===== config.mk =====
export PLATFORM = sky130hd
export DESIGN_NAME = alu_arbiter
export DESIGN_NICKNAME = d
export VERILOG_FILES = /design/src/rtl/alu_pkg.sv /design/src/rtl/alu_grant.sv /design/src/rtl/alu_arbiter.sv
export SDC_FILE = /design/constraint.sdc
export NUM_CORES = 1
export LEC_CHECK = 0
export BUFFER_PORTS_ARGS = -buffer_cell sky130_fd_sc_hd__buf_2
export CORE_AREA = 2 2 87 173
export CTS_BUF_LIST = sky130_fd_sc_hd__clkbuf_4 sky130_fd_sc_hd__clkbuf_8
export DETAILED_ROUTE_END_ITERATION = 10
export DIE_AREA = 0 0 89 175
export MAX_ROUTING_LAYER = met4
export PLACE_DENSITY = 0.74
export SLEW_MARGIN = 20
export SYNTH_ARGS = -nofsm -noshare
export SYNTH_HDL_FRONTEND = slang
export SYNTH_SLANG_ARGS = --single-unit

===== constraint.sdc =====
create_clock -name CLK -period 3.75 [get_ports CLK]
set_input_delay 0.375 -clock CLK [delete_from_list [all_inputs] [get_ports CLK]]
set_output_delay 0.375 -clock CLK [all_outputs]
set_load 0.1 [all_outputs]

===== src/rtl/alu_pkg.sv =====
// Shared ALU control codes, arbiter FSM states and requester-ID type.
// Used by alu_grant and alu_arbiter (optional feature macro: ALU_ARB_RR_EN).
package alu_pkg;

  localparam logic [2:0] AluAnd = 3'b000;
  localparam logic [2:0] AluOr  = 3'b001;
  localparam logic [2:0] AluAdd = 3'b010;
  localparam logic [2:0] AluSub = 3'b100;
  localparam logic [2:0] AluMul = 3'b101;
  localparam logic [2:0] AluSlt = 3'b110;

  typedef enum logic [1:0] {
    StIdle,
    StExec,
    StResp
  } state_e;

  localparam int unsigned IdWidth = 1;
  typedef logic [IdWidth-1:0] req_id_t;

endpackage


===== src/rtl/alu_grant.sv =====
// Two-way grant for the ALU arbiter. Fixed priority (Req0 wins ties) by default;
// round-robin on ties when ALU_ARB_RR_EN is defined.
module alu_grant
  import alu_pkg::*;
(
`ifdef ALU_ARB_RR_EN
  input  logic    clk_i,
  input  logic    rst_i,
  input  logic    accept_i,
`endif
  input  logic    valid0_i,
  input  logic    valid1_i,
  output req_id_t grant_o
);

`ifdef ALU_ARB_RR_EN
  req_id_t last_grant_q;

  // On a tie hand the ALU to whoever did not win last; reset value 1 lets Req0 win first.
  always_comb begin
    if (valid0_i && valid1_i) begin
      grant_o = ~last_grant_q;
    end else begin
      grant_o = req_id_t'(valid1_i & ~valid0_i);
    end
  end

  always_ff @(posedge clk_i or posedge rst_i) begin
    if (rst_i) begin
      last_grant_q <= req_id_t'(1'b1);
    end else if (accept_i) begin
      last_grant_q <= grant_o;
    end
  end
`else
  assign grant_o = req_id_t'(valid1_i & ~valid0_i);
`endif

endmodule


===== src/rtl/alu_arbiter.sv =====
// Shares one ALU between two valid/ready requesters: latches operands, holds MUL for
// MUL_CYCLES, returns a registered result. Tie policy selected by ALU_ARB_RR_EN.
module alu_arbiter
  import alu_pkg::*;
#(
  parameter int unsigned DATA_WIDTH = 32,
  parameter int unsigned MUL_CYCLES = 4
) (
  input  logic                  CLK,
  input  logic                  RST,
  input  logic                  Req0Valid,
  output logic                  Req0Ready,
  input  logic [DATA_WIDTH-1:0] Req0SrcA,
  input  logic [DATA_WIDTH-1:0] Req0SrcB,
  input  logic [2:0]            Req0Ctrl,
  input  logic                  Req1Valid,
  output logic                  Req1Ready,
  input  logic [DATA_WIDTH-1:0] Req1SrcA,
  input  logic [DATA_WIDTH-1:0] Req1SrcB,
  input  logic [2:0]            Req1Ctrl,
  output logic [DATA_WIDTH-1:0] AluSrcA,
  output logic [DATA_WIDTH-1:0] AluSrcB,
  output logic [2:0]            AluControl,
  input  logic [DATA_WIDTH-1:0] AluResult,
  input  logic                  AluZero,
  output logic                  RspValid,
  input  logic                  RspReady,
  output logic                  RspId,
  output logic [DATA_WIDTH-1:0] RspResult,
  output logic                  RspZero
);

  localparam int unsigned CntW = (MUL_CYCLES > 1) ? $clog2(MUL_CYCLES) : 1;
  localparam logic [CntW-1:0] CntLast = CntW'(MUL_CYCLES - 1);

  state_e                state_q;
  logic [CntW-1:0]       cnt_q;
  logic [DATA_WIDTH-1:0] alu_src_a_q, alu_src_b_q, rsp_result_q;
  logic [2:0]            alu_ctrl_q;
  logic                  rsp_valid_q, rsp_zero_q;
  req_id_t               rsp_id_q;

  req_id_t grant;
  logic    accept;
  logic    exec_done;

  alu_grant u_grant (
`ifdef ALU_ARB_RR_EN
    .clk_i    (CLK),
    .rst_i    (RST),
    .accept_i (accept),
`endif
    .valid0_i (Req0Valid),
    .valid1_i (Req1Valid),
    .grant_o  (grant)
  );

  assign Req0Ready = (state_q == StIdle) && Req0Valid && (grant == req_id_t'(1'b0));
  assign Req1Ready = (state_q == StIdle) && Req1Valid && (grant == req_id_t'(1'b1));
  assign accept    = Req0Ready | Req1Ready;
  assign exec_done = (alu_ctrl_q != AluMul) || (cnt_q == CntLast);

  always_ff @(posedge CLK or posedge RST) begin
    if (RST) begin
      state_q      <= StIdle;
      cnt_q        <= '0;
      alu_src_a_q  <= '0;
      alu_src_b_q  <= '0;
      alu_ctrl_q   <= '0;
      rsp_valid_q  <= 1'b0;
      rsp_id_q     <= '0;
      rsp_result_q <= '0;
      rsp_zero_q   <= 1'b0;
    end else begin
      case (state_q)
        StIdle: begin
          if (accept) begin
            alu_src_a_q <= grant[0] ? Req1SrcA : Req0SrcA;
            alu_src_b_q <= grant[0] ? Req1SrcB : Req0SrcB;
            alu_ctrl_q  <= grant[0] ? Req1Ctrl : Req0Ctrl;
            rsp_id_q    <= grant;
            cnt_q       <= '0;
            state_q     <= StExec;
          end
        end
        StExec: begin
          // The ALU is combinational on the held operands; sample it on the last EXEC cycle.
          if (exec_done) begin
            rsp_result_q <= AluResult;
            rsp_zero_q   <= AluZero;
            rsp_valid_q  <= 1'b1;
            cnt_q        <= '0;
            state_q      <= StResp;
          end else begin
            cnt_q <= cnt_q + CntW'(1);
          end
        end
        StResp: begin
          if (RspReady) begin
            rsp_valid_q <= 1'b0;
            state_q     <= StIdle;
          end
        end
        default: state_q <= StIdle;
      endcase
    end
  end

  assign AluSrcA    = alu_src_a_q;
  assign AluSrcB    = alu_src_b_q;
  assign AluControl = alu_ctrl_q;
  assign RspValid   = rsp_valid_q;
  assign RspId      = rsp_id_q[0];
  assign RspResult  = rsp_result_q;
  assign RspZero    = rsp_zero_q;

endmodule


Word level (Yosys, flattened, before mapping)
Index checks and enable logic that the tools add are counted.
{"block": "word_totals", "ff_bits": 106, "in_bits": 172, "output_inout_bits": 104, "elab_cells": 47}
{"block": "classes", "add_sub_neg": 1, "n_eq_ne": 7, "muxes": 13, "n_bitwise": 4, "n_reduce_logical": 13}
{"cell": "$mux 32", "count": 2}
{"cell": "$mux 2", "count": 5}
{"cell": "$ne 2x2->1 const B", "count": 3}
{"cell": "$pmux 2 s3", "count": 1}
{"cell": "$reduce_and 2->1", "count": 3}
{"cell": "$reduce_and 3->1", "count": 2}
{"cell": "$eq 2x2->1 const B", "count": 2}
{"cell": "$logic_and 1x1->1", "count": 4}
{"cell": "$pmux 2 s2", "count": 1}
{"cell": "$reduce_bool 2->1", "count": 2}
{"cell": "$mux 3", "count": 1}
{"cell": "$ne 3x3->1 const B", "count": 1}
{"cell": "$add 2x1->2 const B", "count": 1}
{"cell": "$eq 2x1->1 const B", "count": 1}
{"cell": "$logic_not 2->1", "count": 1}
{"cell": "$mux 1", "count": 2}
{"cell": "$not 1->1", "count": 2}
{"cell": "$pmux 1 s2", "count": 1}
{"cell": "$and 1x1->1", "count": 1}
{"cell": "$logic_or 1x1->1", "count": 1}
{"cell": "$or 1x1->1", "count": 1}

Logic depth before layout (Yosys ltp)
Gate-level depths: netlist of the first run.
{"block": "logic_depth", "word_depth": 7, "mapped_depth": 6, "ltp_nobuf": 4}

Hierarchy
Synthesis of the first run repeated with hierarchy kept, for this count alone.
{"block": "unflattened", "hier_cells": 402, "hier_area_um2": 5208.7}
{"mod": "alu_arbiter", "instances": 1, "cells_per_inst": 401, "area_per_inst_um2": 5195.0, "seq_area_each_um2": 2652.5}
{"mod": "alu_grant", "instances": 1, "cells_per_inst": 1, "area_per_inst_um2": 13.8, "seq_area_each_um2": 0.0}

Worst setup path after synthesis of the first run
No wires, ideal clock.
{"block": "synth_path", "path_kind": "input to output", "from": "input port Req0Valid", "to": "output port Req1Ready", "arrival_ns": 2.941, "required_ns": 3.375, "path_slack_ns": 0.434, "cell_stages": 5, "path_cell_list": "nand2b_1 buf_2 buf_6 buf_6 nor3_1"}
{"block": "synth_via", "elab_chain_len": 3}
{"item": "from (decl)", "line_no": "alu_arbiter.sv:11", "source": "input logic Req0Valid,"}
{"item": "$not 1->1", "line_no": "alu_grant.sv:36", "source": "assign grant_o = req_id_t'(valid1_i & ~valid0_i);"}
{"item": "$and 1x1->1", "line_no": "alu_grant.sv:36"}
{"item": "$logic_and 1x1->1", "line_no": "alu_arbiter.sv:59", "source": "assign Req1Ready = (state_q == StIdle) && Req1Valid && (grant == req_id_t'(1'b1));"}
{"item": "to (decl)", "line_no": "alu_arbiter.sv:17", "source": "output logic Req1Ready,"}
No other way between the ends.

Final worst setup path of the first run
Ends and elaborated chain as after synthesis.

==> metrics.txt, run 1 <==
global placement routability congestion=0.815; GR Overflow Total=0; Port-buffer cells=275; clk slew on worst S/H paths=100 ps; highest metal used=met4; Initial Util=0.343; Post-Synthesis Net Count=489; most frequent cells in the layout=buf_2 (275), mux2_2 (146), dfrtp_1 (106), mux2_4 (19), clkbuf_8 (10); DRC=0; vias after detailed routing=3,549; Least-Margin Pin Slew=1000 ps; Netlist Area Pre-Place=0.00489 mm2; CTS tree=yes; Clk Latency, worst-skew pair=350 ps; crit path to=Req1Ready; # IOs=276; crit path launch type=primary input; Hold WC Path Type=in -> async; Die Area=0.0156 mm2; largest net degree at the start of global routing=76; Die Y=175 um; Max Clk Rate=0.449 GHz; r2r worst-path depth=3; total global routing track utilization=0.153; n_diodes=0; Post CTS Setup Buffer Count=0; number of synthesized register bits=106; Area Overhead vs Synth=34.9%; wire length on met3=654 um; relative slew slack=0.330; Final #Nets=758; Vias/cell=4.54; most frequent standard cell in the layout excluding fill and tap cells=buf_2; reg-to-reg critical path startpoint=state_q[1]$_DFFE_PP0P_; CP max FO=68; clock sink total=106; clock skew=15.3 ps; die width=89 um; post-synthesis sequential area ratio=0.542; status=finished clean; Wirelength per Cell=14.9 um; R2R Setup Slk=1660 ps; final hold vios=0; # resized after CTS=0; RSZ-0062 raised after global routing=no; unique cell type count in the Yosys netlist=23; vias in the first global route=3,881; # rows=62; 1st-pass router iterations=4; core outline area=0.0143 mm2; hold_buf cts=0; Critical Path End Type=output port; first-pass GRT wire length=18,100 um; critical path data required time=3380 ps; CTS max path bufs=2; Mapped Cells=316; R2R Path End=AluSrcB[10]$_DFFE_PP0P_; final setup TNS=0 ps; clock root cell=clkbuf_8; post-DP HPWL=9130 um; Final setup viols=0; initial DRC count=67; min Tclk post-route=2230 ps; Post-Syn Area per Cell=15.5 um2; number of max-cap violations=0; Slew Limit Fails=0; fin crit share=0.594; H-Tree Depth=3; crit path DAT=1850 ps; wire length on met2=6590 um; Detail Route Antenna Nets=0; WL met1=4090 um; CP startpoint=Req0Valid; Yosys Warn Count=0; TritonCTS Buffers=9; share of layout cells above drive strength 1=0.786; kind of critical path=in -> out; initial antenna violation count=0; WL final=11,600 um
worst max-delay path, stage by stage:
cell and delay, ps:
buf_2 120, nand2b_4 540, nor3_1 320, buf_2 480
cells in the mapped netlist (all sizes together):
| cell type | count | area share |
|---|---|---|
| nor3b | 2 | 0.0054 |
| o21ai | 4 | 0.0041 |
| mux2 | 167 | 0.40 |
| and4bb | 1 | 0.0026 |
| a21boi | 1 | 0.0015 |
| o22a | 1 | 0.0018 |
| inv | 2 | 0.0015 |
| dfrtp | 106 | 0.54 |
| or2 | 1 | 0.0013 |
| ha | 1 | 0.0026 |
| nor2 | 3 | 0.0023 |
| nand2b | 2 | 0.0026 |
| nor3 | 2 | 0.0020 |
| o21a | 1 | 0.0015 |
| buf | 19 | 0.026 |
| a21oi | 1 | 0.0010 |
| nand3b | 1 | 0.0015 |
| and2 | 1 | 0.0013 |
logic make-up after synthesis:
family	count (synthesis)	share of synthesized area
flops	106	0.542
compound gates	8	0.00997
buf+inv	21	0.0279
simple gates	13	0.0189
mux	167	0.399
fa+ha+maj	1	0.00256
cell type report:
class,instances,area (um2)
fill,1367,7670
inverter,2,10.0
tap,192,240
timing repair buffer,277,1390
sequential,106,2650
clock buffer,12,153
clock inverter,4,33.8
multi-input combinational,189,2120
worst min path at each step:
stage,from,endpoint,slack [ps],depth (start not counted)
2_1_floorplan,cnt_q[0]$_DFFE_PP0P_,cnt_q[0]$_DFFE_PP0P_,460,1
3_3_place_gp,cnt_q[0]$_DFFE_PP0P_,cnt_q[0]$_DFFE_PP0P_,470,1
3_5_place_dp,RspResult[2]$_DFFE_PP0P_,RspResult[2]$_DFFE_PP0P_,480,1
4_1_cts,AluResult[2],RspResult[2]$_DFFE_PP0P_,200,2
5_1_grt,AluResult[2],RspResult[2]$_DFFE_PP0P_,200,2
6_report,RST,RspResult[30]$_DFFE_PP0P_,210,2
metal layers:
| metal | vias to the layer above | track usage |
|---|---|---|
| met5 | - | - |
| met4 | 0 | 0.0634 |
| met3 | 19 | 0.0231 |
| met2 | 149 | 0.278 |
| met1 | 1714 | 0.158 |
| li1 | 1667 | - |
metrics by stage:
| stage | utilization | hold slack, ps | instances | worst slack, ps | cell area [um2] |
|---|---|---|---|---|---|
| CTS | 0.462 | 200 | 782 | 1410 | 6600 |
| global placement | 0.449 | 474 | 766 | 1430 | 6410 |
| finish | 0.462 | 210 | 782 | 1520 | 6600 |
| floorplan | - | 458 | 316 | 434 | 4890 |
| detailed placement | 0.449 | 477 | 766 | 1420 | 6410 |
| global route | 0.462 | 202 | 782 | 1400 | 6600 |
state kept, by name, indices dropped and copies added (netlist names):
name        count
RspResult      32
RspId           1
cnt_q           2
RspZero         1
RspValid        1
AluControl      3
AluSrcB        32
AluSrcA        32
state_q         2
Power of run 1 is not shown: default switching activity piles up to over one toggle a cycle in this logic, so the estimate is an artifact.
==> inputs of run 2 (changes only) <==
clock period = 2.3 ns   (was 3.75 ns; I/O delays follow)
==> metrics.txt, run 2 (synthesis gave the netlist of run 1 again) <==
CP max-delay cell=dfrtp_1; core outline area=0.0143 mm2 (unchanged); Least-Margin Pin Slew=693 ps (-311 ps); number of max-cap violations=0 (unchanged); Area Overhead vs Synth=36.7%; # resized after CTS=0 (unchanged); Placed Instance Area=0.00648 mm2 (+1.0%); Detail Route Antenna Nets=0 (unchanged); H-Tree Depth=3 (unchanged); final hold slack=48.7 ps (-161 ps); Final setup viols=0 (unchanged); TritonCTS Buffers=9 (unchanged); Post CTS Setup Buffer Count=0 (unchanged); Wirelength per Cell=14.8 um (-0.47%); most frequent cells in the layout=buf_2 (275), mux2_2 (146), dfrtp_1 (106), mux2_4 (19), clkbuf_8 (10); post-DP HPWL=9190 um (+0.66%); CTS max path bufs=2 (unchanged); Critical Path, Cell by Cell=nor2_1 -> and2_1 -> buf_2; Hold WC Path Type=in -> async; Final #Nets=761 (+0.40%); min Tclk post-route=1910 ps; Die Y=175 um (unchanged); CP peak stage delay=490 ps (-50 ps); Non-Filler Instances=786 (+0.51%); # IOs=276 (unchanged); first-pass GRT wire length=18,300 um (+0.80%); most frequent standard cell in the layout excluding fill and tap cells=buf_2; initial antenna violation count=1 (+1); r2r worst-path depth=5 (+2); status=finished clean; crit path DAT=1680 ps (-170 ps); CP delay by family, top=flip-flops; global placement routability congestion=0.835 (+2.5%); CP max FO=9 (-87%); clock root cell=clkbuf_8; Max Clk Rate=0.523 GHz; total global routing track utilization=0.156 (+0.00296); final hold vios=0 (unchanged); critical path data required time=2070 ps (-1310 ps); # rows=62 (unchanged); final setup TNS=0 ps (unchanged); RSZ-0062 raised after global routing=no; 1st-pass router iterations=4 (unchanged); Port-buffer cells=275 (unchanged); CP Depth=3 (-1); crit path to=Req0Ready; clk slew on worst S/H paths=110 ps (about the same); Die Area=0.0156 mm2 (unchanged); largest net degree at the start of global routing=69 (-9.2%); die width=89 um (unchanged); CP startpoint=state_q[1]$_DFFE_PP0P_; CTS tree=yes; initial DRC count=104 (+55%); Worst Path Buf+Inv=1 (-1); Slew Limit Fails=0 (unchanged); WL final=11,600 um (about the same); Vias/cell=4.60 (+1.3%); dpl cells=769 (+0.39%); kind of critical path=reg -> out; share of layout cells above drive strength 1=0.789 (+0.00277); R2R Path End=RspResult[3]$_DFFE_PP0P_; fin crit share=0.832; vias after detailed routing=3,612 (+1.8%); Initial Util=0.343 (unchanged); clock sink total=106 (unchanged); relative slew slack=0.538 (+0.207); DRC=0 (unchanged); clock skew=17.4 ps (+2.03 ps); reg-to-reg critical path startpoint=cnt_q[0]$_DFFE_PP0P_; Clk Latency, worst-skew pair=370 ps (+20 ps); GR Overflow Total=0 (unchanged); crit path launch type=register; R2R Setup Slk=530 ps (-1130 ps); Critical Path End Type=output port; hold_buf cts=0 (unchanged); final instance area=0.00669 mm2 (+1.4%); vias in the first global route=3,864 (-0.44%)
==> run 2: worst min path at each step <==
stage,start,end,slack [ps],cells past startpoint
3_3_place_gp,AluResult[6],RspResult[6]$_DFFE_PP0P_,450,2
6_report,RST,AluControl[2]$_DFFE_PP0P_,50,3
2_1_floorplan,AluResult[2],RspResult[2]$_DFFE_PP0P_,360,1
3_5_place_dp,AluResult[2],RspResult[2]$_DFFE_PP0P_,450,2
4_1_cts,RST,AluSrcA[7]$_DFFE_PP0P_,50,3
5_1_grt,AluResult[28],RspResult[28]$_DFFE_PP0P_,60,2
==> run 2: area by class of cell <==
class / instances / area (um2)
Sequential cell: 106 / 2650
Timing Repair Buffer: 280 / 1450
Antenna cell: 1 / 2.50
Tap cell: 192 / 240
Multi-Input combinational cell: 189 / 2130
Clock buffer: 10 / 138
Fill cell: 1375 / 7580
Clock inverter: 6 / 71.3
Inverter: 2 / 11.3
==> run 2: worst register-to-register path, stage by stage, from the launching register on <==
cell	delay (ps)
dfrtp_1	400
ha_1	160
and4bb_2	280
nor3b_4	220
buf_12	230
mux2_2	370
==> run 2: layer usage <==
metal,global-route usage,up-vias,wire [um]
met4,0.0765,0,399
met3,0.0274,29,710
met2,0.279,162,6440
met1,0.157,1745,4070
li1,-,1676,-
met5,-,-,0
==> run 2: per-stage QoR <==
stage                     utilization  worst slack [ps]
after floorplan                     -              83.2
after global placement          0.454               632
after detailed placement        0.454               540
after CTS                       0.469               349
after global routing            0.469               282
final                           0.469               387
Power of run 2 is left out for the same reason.
